**src/rtl/vga_embarcacao_n.sv**
```systemverilog
// Per-ship VGA overlay renderer: latches ship cell codes, converts them to pixel
// boxes during vertical blanking, and draws intact/hit cells with a blinking colour.
module vga_embarcacao_n #(
  parameter int unsigned TAM        = 5,
  parameter logic [2:0]  COR        = 3'b010,
  parameter int unsigned LARGURA    = 54,
  parameter int unsigned ALTURA     = 49,
  parameter int unsigned PASSO_X    = 62,
  parameter int unsigned PASSO_Y    = 57,
  parameter int unsigned ORIG       = 16,
  parameter int unsigned PISCA_LOG2 = 4
) (
  input  logic               clk,
  input  logic               rst_n,
  input  logic               areaAtiva,
  input  logic [9:0]         linha,
  input  logic [9:0]         coluna,
  input  logic               quadro,
  input  logic               carga,
  input  logic [8*TAM-1:0]   posicoesEmbarcacao,
  input  logic [TAM-1:0]     atingido,
  output logic               rgb_r,
  output logic               rgb_g,
  output logic               rgb_b,
  output logic               ocupado
);

  localparam int unsigned    K_W    = (TAM > 1) ? $clog2(TAM) : 1;
  localparam logic [K_W-1:0] K_LAST = K_W'(TAM - 1);

  typedef enum logic {OCIOSO, CONVERTE} estado_t;

  estado_t              estado, prox;
  logic [8*TAM-1:0]     sh_pos, snap_pos;
  logic [TAM-1:0]       sh_hit, snap_hit;
  logic                 pendente;
  logic [K_W-1:0]       k;
  logic [2:0]           n;
  logic [9:0]           esq_acc, cima_acc;
  logic [9:0]           esq_tab  [TAM];
  logic [9:0]           cima_tab [TAM];
  logic [TAM-1:0]       valido, hit_tab;
  logic [PISCA_LOG2:0]  quadros;
  logic [2:0]           pix, rgb_q;
  logic                 achou;

  logic       inicia, celula_fim, cel_valida;
  logic [7:0] cod;
  logic [3:0] cx, cy;
  logic [2:0] passos_x, passos_y;

  // A carga coinciding with quadro feeds the new data straight into the conversion.
  assign inicia = (estado == OCIOSO) && quadro && (pendente || carga);

  assign cod        = snap_pos[{k, 3'b000} +: 8];
  assign cx         = cod[3:0];
  assign cy         = cod[7:4];
  assign cel_valida = (cx >= 4'd1) && (cx <= 4'd8) && (cy >= 4'd1) && (cy <= 4'd8);
  assign passos_x   = cel_valida ? 3'(cx - 4'd1) : 3'd0;
  assign passos_y   = cel_valida ? 3'(4'd8 - cy) : 3'd0;
  assign celula_fim = (n >= passos_x) && (n >= passos_y);

  // NOTE: sequential state uses non-blocking assignments so every register
  // samples pre-edge values regardless of statement order.
  always_ff @(posedge clk or negedge rst_n) begin
    if (!rst_n) estado <= OCIOSO;
    else        estado <= prox;
  end

  // NOTE: every always_comb output gets a default first, otherwise a path that
  // skips the assignment infers a latch.
  always_comb begin
    prox = estado;
    case (estado)
      OCIOSO:   if (inicia) prox = CONVERTE;
      CONVERTE: if (celula_fim && (k == K_LAST)) prox = OCIOSO;
      default:  prox = OCIOSO;
    endcase
  end

  always_comb begin
    ocupado = (estado == CONVERTE);
  end

  always_ff @(posedge clk or negedge rst_n) begin
    if (!rst_n) begin
      sh_pos   <= '0;
      sh_hit   <= '0;
      pendente <= 1'b0;
      k        <= '0;
      n        <= '0;
      esq_acc  <= 10'(ORIG);
      cima_acc <= 10'(ORIG);
      valido   <= '0;
      quadros  <= '0;
      rgb_q    <= 3'b000;
    end else begin
      rgb_q <= pix;
      if (quadro) quadros <= quadros + 1'b1;
      if (carga) begin
        sh_pos <= posicoesEmbarcacao;
        sh_hit <= atingido;
      end
      // Cleared on entry so a carga arriving mid-conversion queues another pass.
      if (inicia)     pendente <= 1'b0;
      else if (carga) pendente <= 1'b1;

      if (inicia) begin
        k        <= '0;
        n        <= '0;
        esq_acc  <= 10'(ORIG);
        cima_acc <= 10'(ORIG);
      end else if (estado == CONVERTE) begin
        if (celula_fim) begin
          valido[k] <= cel_valida;
          k         <= (k == K_LAST) ? '0 : k + 1'b1;
          n         <= '0;
          esq_acc   <= 10'(ORIG);
          cima_acc  <= 10'(ORIG);
        end else begin
          n <= n + 3'd1;
          if (n < passos_x) esq_acc  <= esq_acc  + 10'(PASSO_X);
          if (n < passos_y) cima_acc <= cima_acc + 10'(PASSO_Y);
        end
      end
    end
  end

  // NOTE: table contents and the snapshot carry no reset; valido alone gates
  // their use, so clearing it is enough to blank the display.
  always_ff @(posedge clk) begin
    if (inicia) begin
      snap_pos <= carga ? posicoesEmbarcacao : sh_pos;
      snap_hit <= carga ? atingido : sh_hit;
    end
    if ((estado == CONVERTE) && celula_fim) begin
      esq_tab[k]  <= esq_acc;
      cima_tab[k] <= cima_acc;
      hit_tab[k]  <= snap_hit[k];
    end
  end

  // Borders excluded; the lowest-index cell wins where cells overlap.
  always_comb begin
    pix   = 3'b000;
    achou = 1'b0;
    for (int i = 0; i < TAM; i++) begin
      if (!achou && valido[i]
          && ({1'b0, coluna} > {1'b0, esq_tab[i]})
          && ({1'b0, coluna} < {1'b0, esq_tab[i]} + 11'(LARGURA))
          && ({1'b0, linha}  > {1'b0, cima_tab[i]})
          && ({1'b0, linha}  < {1'b0, cima_tab[i]} + 11'(ALTURA))) begin
        achou = 1'b1;
        pix   = (hit_tab[i] && quadros[PISCA_LOG2]) ? 3'b100 : COR;
      end
    end
    if (!areaAtiva) pix = 3'b000;
  end

  assign {rgb_r, rgb_g, rgb_b} = rgb_q;

endmodule

```
**config.mk**
```make
export PLATFORM = sky130hd
export DESIGN_NAME = vga_embarcacao_n
export DESIGN_NICKNAME = d
export VERILOG_FILES = /design/src/rtl/vga_embarcacao_n.sv
export SDC_FILE = /design/constraint.sdc
export NUM_CORES = 1
export LEC_CHECK = 0
export ABC_AREA = 1
export CORE_ASPECT_RATIO = 0.9
export CORE_UTILIZATION = 48
export CTS_BUF_LIST = sky130_fd_sc_hd__clkbuf_16
export CTS_CLUSTER_DIAMETER = 150
export DETAILED_ROUTE_END_ITERATION = 10
export PLACE_DENSITY = 0.66
export RECOVER_POWER = 50
export SYNTH_ARGS = -nofsm -noshare
export SYNTH_HDL_FRONTEND = slang
export SYNTH_SLANG_ARGS = --single-unit
export TNS_END_PERCENT = 50
```
**constraint.sdc**
```tcl
create_clock -name clk -period 6.35 [get_ports clk]
set_input_delay 0.9525 -clock clk [delete_from_list [all_inputs] [get_ports clk]]
set_output_delay 0.9525 -clock clk [all_outputs]
set_load 0.005 [all_outputs]
```
# Word-level counts from Yosys, hierarchy flattened
# Memories as Yosys holds them, arrays and structs flattened.
# Cells that the tools add are included.
dict set report op_classes {
  eq_ne 1
  n_reduce_logical 52
  multipliers 0
  shift 1
  muxes 47
  n_addsub 17
  n_bitwise 2
  n_div 0
  n_lt_le_gt_ge 30
}
# cell n
set op_table {}
lappend op_table {{$add 10x6->11 const B} 10}
lappend op_table {{$lt 10x11->1} 10}
lappend op_table {{$gt 10x10->1} 10}
lappend op_table {{$mux 10} 8}
lappend op_table {{$mux 3} 20}
lappend op_table {{$mux 40} 1}
lappend op_table {{$shiftx 40x7->8} 1}
lappend op_table {{$logic_and 1x1->1} 38}
lappend op_table {{$add 10x6->10 const B} 2}
lappend op_table {{$mux 1} 12}
lappend op_table {{$bwmux 5} 2}
lappend op_table {{$ge 4x1->1 const B} 2}
lappend op_table {{$le 4x4->1 const B} 2}
lappend op_table {{$add 3x1->3 const B} 2}
lappend op_table {{$ge 3x3->1} 2}
lappend op_table {{$lt 3x3->1} 2}
lappend op_table {{$reduce_and 2->1} 3}
lappend op_table {{$reduce_bool 2->1} 3}
lappend op_table {{$reduce_bool 3->1} 2}
lappend op_table {{$add 5x1->5 const B} 1}
lappend op_table {{$mux 5} 1}
lappend op_table {{$logic_not 1->1} 4}
lappend op_table {{$lt 3x4->1 const B} 1}
lappend op_table {{$bmux 1 s3} 1}
lappend op_table {{9 further kinds} 10}
dict set report totals {
  ff_bits 136
  latchBits 0
  n_memories 2
  mem_bits_ro 0
  output_inout_bits 4
  mem_bits_rw 100
  elab_cells 166
}
# memory words width rd rd_clocked_by_memory_dff wr line_no
set memory_table {}
lappend memory_table {cima_tab 5 10 5 0 1 41} ;# logic [9:0] cima_tab [TAM];
lappend memory_table {esq_tab 5 10 5 0 1 40} ;# logic [9:0] esq_tab [TAM];

# Logic depth before layout (Yosys ltp)
# Gate-level depths: netlist of run 1.
dict set report depth {
  depth_word 35
  ltp_mapped 32
  depth_no_buf 30
}

# Worst setup path after synthesis of run 1
# OpenSTA, ideal clock, no wires.
dict set report synth_timing {
  path_kind {reg2reg}
  from {register k[0]}
  to {memory cima_tab[3][0], enable pin}
  setup_slack_ns 0.870
  arrival_ns 5.026
  synth_period_minus_slack_ns 5.480
  setup_ns 0.455
  path_buffers 1
  stages_incl_launch_ff 23
  path_cell_list {dfrtp_1 buf_4 inv_2 nand2_1 inv_2 a22o_1 nor4_1 ha_1 inv_1 nor2_1 nor2_1 nor2_2 nand2_2 or2_1 ha_1 nand2_1 nor2_1 a211oi_1 nand2_1 nand2_1 inv_1 nand2_1 nor4_1}
}
dict set report synth_via {
  elab_chain_cells 11
}
# element line_no
set synth_rtl {}
lappend synth_rtl {{start, declared} 37} ;# logic [K_W-1:0] k;
lappend synth_rtl {{start signal, assigned} 116} ;# k <= (k == K_LAST) ? '0 : k + 1'b1;
lappend synth_rtl {{$shiftx 40x7->8} 55} ;# assign cod = snap_pos[{k, 3'b000} +: 8];
lappend synth_rtl {{$ge 4x1->1 / $le 4x4->1 (equally long branches)} 58} ;# assign cel_valida = (cx >= 4'd1) && (cx <= 4'd8) && (cy >= 4'd1) && (cy <= 4'd8);
lappend synth_rtl {{$logic_and 1x1->1 (3 in series)} 58}
lappend synth_rtl {{$mux 3 (on tied branches)} {59, 60}}
lappend synth_rtl {{$ge 3x3->1} 61} ;# assign celula_fim = (n >= passos_x) && (n >= passos_y);
lappend synth_rtl {{$logic_and 1x1->1} 61}
lappend synth_rtl {{$logic_and 1x1->1} 136} ;# if ((estado == CONVERTE) && celula_fim) begin
lappend synth_rtl {{$mux 1} 136}
lappend synth_rtl {{$mux 1 (not written as such)} 138} ;# cima_tab[k] <= cima_acc;
lappend synth_rtl {{end, declared} 41}
# Several ways; a longest one is shown, not always the timed one.

# Final worst setup path of run 1
dict set report layout_timing {
  from {register k[2]}
  to {memory esq_tab[1][7], enable pin}
}
dict set report layout_via {
  elab_chain_cells 11
}
# element line_no
set layout_rtl {}
lappend layout_rtl {{$shiftx 40x7->8} 55}
lappend layout_rtl {{$ge 4x1->1 / $le 4x4->1 (equally long branches)} 58}
lappend layout_rtl {{$logic_and 1x1->1 (3 in series)} 58}
lappend layout_rtl {{$mux 3 (on tied branches)} {59, 60}}
lappend layout_rtl {{$ge 3x3->1} 61}
lappend layout_rtl {{$logic_and 1x1->1} 61}
lappend layout_rtl {{$logic_and 1x1->1} 136}
lappend layout_rtl {{$mux 1} 136}
lappend layout_rtl {{$mux 1 (not written as such)} 137} ;# esq_tab[k] <= esq_acc;
lappend layout_rtl {{end, declared} 40}
# Several ways; a longest one is shown, not always the timed one.

==> results of run 1 <==
## placed cells by master, fill, tap and decap left out, types with 6 or more instances in the layout
cell type | synthesis | final
nor3_1 | 22 | 23
nor2_1 | 128 | 126
clkbuf_16 | 0 | 25
clkdlybuf4s50_1 | 0 | 69
nand4_1 | 30 | 30
a21o_1 | 8 | 8
o21ai_0 | 38 | 38
inv_2 | 14 | 11
nand2_1 | 416 | 416
a211oi_1 | 10 | 10
nand3_1 | 57 | 57
o21ai_1 | 7 | 7
xnor2_1 | 7 | 7
a21oi_1 | 100 | 100
ha_1 | 216 | 216
nand3b_1 | 7 | 7
dfrtp_1 | 82 | 82
nor2_2 | 6 | 8
inv_1 | 182 | 191
o21a_1 | 6 | 6
xor2_1 | 60 | 60
edfxtp_1 | 145 | 145
or2_2 | 7 | 7
## power by group through the flow
stage | logic (uW) | registers (uW) | clock network [uW]
finish | 4060 | 2590 | 1460
global route | 4690 | 2640 | 1550
global placement | 3910 | 2610 | 0
CTS | 4070 | 2590 | 1490
floorplan | 3160 | 2440 | 0
detailed placement | 4050 | 2620 | 0
## critical path, cell delays in order (launching register included)
cell and delay (ns):
dfrtp_1 0.59, inv_1 0.13, nor3_1 0.81, a221oi_1 0.23
ha_1 0.26, inv_1 0.06, nor2_1 0.06, inv_2 0.06
nor3b_2 0.04, nor2_2 0.08, nand2_2 0.15, inv_2 0.11
nand3_1 0.08, ha_1 0.33, nand2_1 0.06, nor2_1 0.09
a211oi_1 0.07, nand2_1 0.07, nand2_1 0.16, inv_1 0.09
nand2_1 0.17, nor2_2 0.92
## worst max path at each step
stage	from	to	slack [ns]	cells past startpoint
after floorplan	k[0]$_DFFE_PN0P_	cima_tab[3][0]$_DFFE_PP_	0.87	22
final	k[2]$_DFFE_PN0P_	esq_tab[1][7]$_DFFE_PP_	1.32	21
after global placement	k[2]$_DFFE_PN0P_	cima_tab[1][6]$_DFFE_PP_	1.63	21
after detailed placement	k[2]$_DFFE_PN0P_	esq_tab[1][9]$_DFFE_PP_	1.46	22
after global routing	k[2]$_DFFE_PN0P_	hit_tab[1]$_DFFE_PP_	0.84	20
after CTS	k[2]$_DFFE_PN0P_	esq_tab[1][9]$_DFFE_PP_	1.44	22
## registers in the layout, indices dropped and copies added (netlist names)
signal    count
cima_acc     10
cima_tab     50
esq_acc       9
esq_tab      45
hit_tab       5
k             3
n             3
ocupado       1
pendente      1
quadros       5
rgb_q         2
sh_hit        5
sh_pos       40
snap_hit      5
snap_pos     40
valido        5
## stage by stage
| step | instance area [um2] | setup WS, ns | hold slack, ns | util |
|---|---|---|---|---|
| after global placement | 15900 | 1.63 | 0.448 | 0.531 |
| after global routing | 16800 | 0.842 | 0.486 | 0.558 |
| after floorplan | 14700 | 0.870 | 0.434 | - |
| final | 16800 | 1.32 | 0.466 | 0.558 |
| after detailed placement | 15900 | 1.46 | 0.455 | 0.531 |
| after CTS | 16800 | 1.44 | 0.409 | 0.559 |
## layout make-up
cell class	count	area (um2)	area share
repair buffers	78	752	0.0448
clock buffers	25	626	0.0373
clock inverters	21	209	0.0125
well taps	403	504	0.0301
inverters	197	739	0.0441
diodes	1	2.50	0.000149
multi-input cells	1183	7480	0.446
flip-flops and latches	229	6460	0.385
## metal layers
metal / track usage / wire length [um]
met4: 0.0581 / 767
met3: 0.0254 / 1420
met2: 0.372 / 15300
met1: 0.301 / 16100
met5: 0 / 0
## cell families after synthesis
kind of cell | synth area share
flops | 0.438
xor+xnor | 0.0398
buf+inv | 0.0550
other cells | 0.000255
compound gates | 0.0779
fa+ha+maj | 0.183
simple gates | 0.205
==> flow_summary.toml, run 1 <==
[sta]
final_max_slew_viol_count = 135
final_hold_viol_count = 0
tightest_slew_ns = 2.55
fmax_mhz = 199
finalCriticalPeriod_ns = 5.03
maxSlewHeadroom = -0.700
min_period_over_period = 0.793
finalSetupViolations = 0
skew_ns = 0.0161
rsz0062_at_grt = "no"
fin_setup_tns_ns = 0

[power]
leakagePower_uw = 0.00801
switching_share = 0.441
p_total_uw = 8100
p_int_uw = 4530
power_frac_clock = 0.180
worst_ir_drop_vdd_mv = 0.333
p_switching_uw = 3580
power_density_nw_per_um2 = 483
pwr-share-seq = 0.319
p_comb_frac = 0.500

[hold_path]
hp-start = "sh_hit[0]$_DFF_PN0_"
min_path_type = "reg2reg"
hold_path_depth = 2
hold_path_end = "sh_hit[0]$_DFF_PN0_"

[floorplanning]
die_area_um2 = 31400
io_pins = 74
initial_core_util = 0.490
die_y_um = 168
coreArea_um2 = 30000
rows = 60
die_x_um = 187

[drt]
drt_iter0_markers = 650
drc = 0
totalWireLength_um = 33600
viasPerCell = 5.18
detail-route-antenna-nets = 0
num_vias = 11100
first_pass_iters = 5
wl_per_cell_um = 15.7

[cts]
hold_buffers = 0
clkLatencyLatePin_ns = 0.53
clock-sinks = 229
htree_num_levels = 1
cts_made_buffers = 25
cts-resized-gates = 0
post_cts_buffers = 0
cts-root-buf = "clkbuf_16"
clockBufferDepth = 3
cts_tree = "done"
path_clk_slew_ns = 0.06

[synthesis]
synth_edf_count = 145
ys_top_cells_by_count = "nand2_1 (416), ha_1 (216), inv_1 (182)"
yosys.cell_types.count = 51
synthArstFlopShare = 0.367
syn_area_um2 = 14700
synth_cells = 1623
synthTopCellsByArea = "edfxtp_1 (30%), ha_1 (18%), dfrtp_1 (14%), nand2_1 (11%), inv_1 (4.6%)"
ys.flop_type = "edfxtp_1"
ys_seq_area_frac = 0.438
synth.top_cell.area_share = 0.296
avgSynthCellArea_um2 = 9.08
ys_warn_count = 0
syn_nets = 1909
synth.most_common_cell = "nand2_1"
yosys.area.top_type = "edfxtp_1"
ys_ff_latch = 229

[critical_path]
cp-end-kind = "register"
critPathKind = "reg2reg"
crit_fanout = 22
cp-start-kind = "register"
reg2reg_setup_slack_ns = 1.32
worstPathArrival_ns = 5.16
r2r-end = "esq_tab[1][7]$_DFFE_PP_"
reg2reg_depth = 21
required_ns = 6.48
r2r-start = "k[2]$_DFFE_PN0P_"

[global_routing]
grt-ovfl-total = 0
grt_max_degree = 49
grt_antenna_before_repair = 0
grt_pass1_vias = 11000
grt_pass1_wl_um = 55200
grt.total_usage = 0.220

[placement]
globalplace.congestion = 0.869
place_hpwl_um = 25600
dp.cells = 2090
io_buffers = 72

[finish]
fill_cells = 2606
nets = 2000
stdcell_count = 2137
drive_gt1_frac = 0.0496
syn_to_final_growth_pct = 13.9

[run_status]
violations = "max-capacitance violations, max-slew violations"
outcome = "complete, but fails checks"

[flow_run]
max-cap-violations = 3
Power figures use the tool's default switching activity.
==> run 2, diff against run 1 <==
--- a/config.mk
+++ b/config.mk
@@ -11,7 +11,7 @@
 export CTS_BUF_LIST = sky130_fd_sc_hd__clkbuf_16
 export CTS_CLUSTER_DIAMETER = 150
 export DETAILED_ROUTE_END_ITERATION = 10
-export PLACE_DENSITY = 0.66
+export PLACE_DENSITY = 0.69
 export RECOVER_POWER = 50
 export SYNTH_ARGS = -nofsm -noshare
 export SYNTH_HDL_FRONTEND = slang
==> constraint.sdc (replaced) <==
create_clock -name clk -period 4.2 [get_ports clk]
set_input_delay 0.63 -clock clk [delete_from_list [all_inputs] [get_ports clk]]
set_output_delay 0.63 -clock clk [all_outputs]
set_load 0.005 [all_outputs]
==> run 2 against run 1 <==
The run still ends with max-capacitance violations, max-slew violations left. First-iteration DRC count rose by 20%. Sequential cell count did not move. Non-clock buffer count rose by 55. Worst hold slack improved by 0.0032 ns. Clock power rose by 55%. Register-to-register slack got worse by 1.2 ns. Die area did not move. Clock skew rose by 0.00073 ns. Sequential power rose by 52%. Worst setup slack got worse by 1.2 ns. Largest cell class unchanged.
==> flow_summary.toml, run 2 (synthesis results as in run 1) <==
[cts]
cts_tree = "done"
clkLatencyLatePin_ns = 0.51
clockBufferDepth = 3
cts_made_buffers = 22
path_clk_slew_ns = 0.06
htree_num_levels = 1
cts-root-buf = "clkbuf_16"
clock-sinks = 229

[drt]
detail-route-antenna-nets = 0
viasPerCell = 5.33
wl_per_cell_um = 16.9
drc = 0
totalWireLength_um = 36900
first_pass_iters = 5
drt_iter0_markers = 780
num_vias = 11700

[critical_path]
crit_path_start = "k[2]$_DFFE_PN0P_"
critPathKind = "reg2reg"
worstPathArrival_ns = 4.34
cp-end-kind = "register"
r2r-start = "k[2]$_DFFE_PN0P_"
cp-start-kind = "register"
crit_fanout = 6
required_ns = 4.41

[floorplanning]
die_x_um = 187
io_pins = 74
die_y_um = 168
rows = 60
coreArea_um2 = 30000
initial_core_util = 0.490
die_area_um2 = 31400

[power]
p_comb_frac = 0.555
switching_share = 0.432
power_density_nw_per_um2 = 795
worst_ir_drop_vdd_mv = 0.801
power_frac_clock = 0.163
p_int_uw = 7910
p_switching_uw = 6020
leakagePower_uw = 0.00834
pwr-share-seq = 0.282

[global_routing]
grt_pass1_wl_um = 57700
grt-ovfl-total = 0
grt.total_usage = 0.232
grt_antenna_before_repair = 0
grt_pass1_vias = 11400
grt_max_degree = 58

[finish]
most-common-layout-cells = "nand2_1 (410), ha_1 (212), inv_1 (187)"
final_common_cell = "nand2_1"
nets = 2052
regArea_um2 = 6460
utilization = 0.583
reg_top3 = "cima_tab (50), esq_tab (45)"
fill_cells = 2543
largest_reg_flops = 50
drive_gt1_frac = 0.0976
antenna_cells = 0
syn_to_final_growth_pct = 19.0
multi_input_area_um2 = 7680
largest_register = "cima_tab"

[sta]
fmax_mhz = 242
fin_setup_tns_ns = 0
final_max_slew_viol_count = 58
final_hold_viol_count = 0
skew_ns = 0.0168
tightest_slew_ns = 3.16
finalCriticalPeriod_ns = 4.13
min_period_over_period = 0.982
finalSetupViolations = 0
maxSlewHeadroom = -1.10

[run_status]
outcome = "complete, but fails checks"
violations = "max-capacitance violations, max-slew violations"

[flow_run]
max-cap-violations = 1

[hold_path]
min_path_type = "reg2reg"
hp-start = "sh_pos[39]$_DFF_PN0_"

[placement]
place_hpwl_um = 27900
globalplace.congestion = 0.897
io_buffers = 72
## run 2: what timing repair did
item | 4_1_cts | 5_1_grt
resized for setup | 7 | 44
endpoints found under the setup margin | 47 | 124
buffers inserted | 2 | 14
pin swaps | 1 | 18
hold buffers | 0 | 0
cloned | 0 | 3
## run 2: cell type report
type | count | share of cell area
Multi-Input combinational cell | 1183 | 0.439
Sequential cell | 229 | 0.369
Timing Repair Buffer | 133 | 0.0727
Inverter | 197 | 0.0432
Clock buffer | 23 | 0.0329
Tap cell | 403 | 0.0288
Clock inverter | 17 | 0.0151
## run 2: stage by stage
| stage | instances | setup slack [ns] | power, uW | area (um2) | hold WS [ns] |
|---|---|---|---|---|---|
| 6_report | 2185 | 0.0745 | 13900 | 17500 | 0.469 |
| 5_1_grt | 2185 | -0.0722 | 15000 | 17500 | 0.496 |
| 4_1_cts | 2168 | 0.00235 | 13000 | 17200 | 0.203 |
| 3_5_place_dp | 2126 | -0.178 | 10600 | 16300 | 0.454 |
| 3_3_place_gp | 2126 | 0.0215 | 10300 | 16300 | 0.448 |
| 2_1_floorplan | 1623 | -0.425 | 8490 | 14700 | 0.334 |
## run 2: worst max-delay path, cell delays in order (launching register included)
cell and delay (ns):
dfrtp_2 0.46, buf_6 0.15, nor3_4 0.33, a22oi_2 0.15, nand2_1 0.12, a221oi_2 0.05, ha_2 0.19, inv_1 0.08
nor2_2 0.05, buf_4 0.13, inv_2 0.06, nor3b_2 0.04, nor2_2 0.09, nand2_2 0.10, or2_4 0.28, ha_4 0.27
nand2_1 0.06, nor2_2 0.10, a211oi_2 0.06, nand2_1 0.08, nand2_2 0.07, inv_2 0.07, nand2_4 0.07, buf_6 0.15
nor4_4 0.27, buf_6 0.19, clkbuf_16 0.16
## run 2: final timing paths
| kind | endpoint | slack [ns] | cells past startpoint |
|---|---|---|---|
| min in group asynchronous | sh_pos[34]$_DFF_PN0_ | 1.16 | 1 |
| min | sh_pos[39]$_DFF_PN0_ | 0.47 | 2 |
| min reg2reg | sh_pos[39]$_DFF_PN0_ | 0.47 | 2 |
| max | cima_tab[4][0]$_DFFE_PP_ | 0.07 | 26 |
| max in group asynchronous | rgb_q[1]$_DFF_PN0_ | 0.97 | 2 |
| max reg2reg | cima_tab[4][0]$_DFFE_PP_ | 0.07 | 26 |
## run 2: power groups by stage
stage	Clock (uW)	Sequential [uW]	Combinational (uW)
final	2270	3930	7740
after global routing	2380	4000	8670
after CTS	2290	3910	6750
after detailed placement	0	3950	6630
after global placement	0	3940	6350
after floorplan	0	3690	4800
## run 2: layer usage
layer,GRT usage,vias to the layer above,part of all wire
met1,0.305,5495,0.44
met3,0.0263,79,0.048
met4,0.0770,0,0.032
met5,0,-,0
li1,-,5777,-
met2,0.399,303,0.48
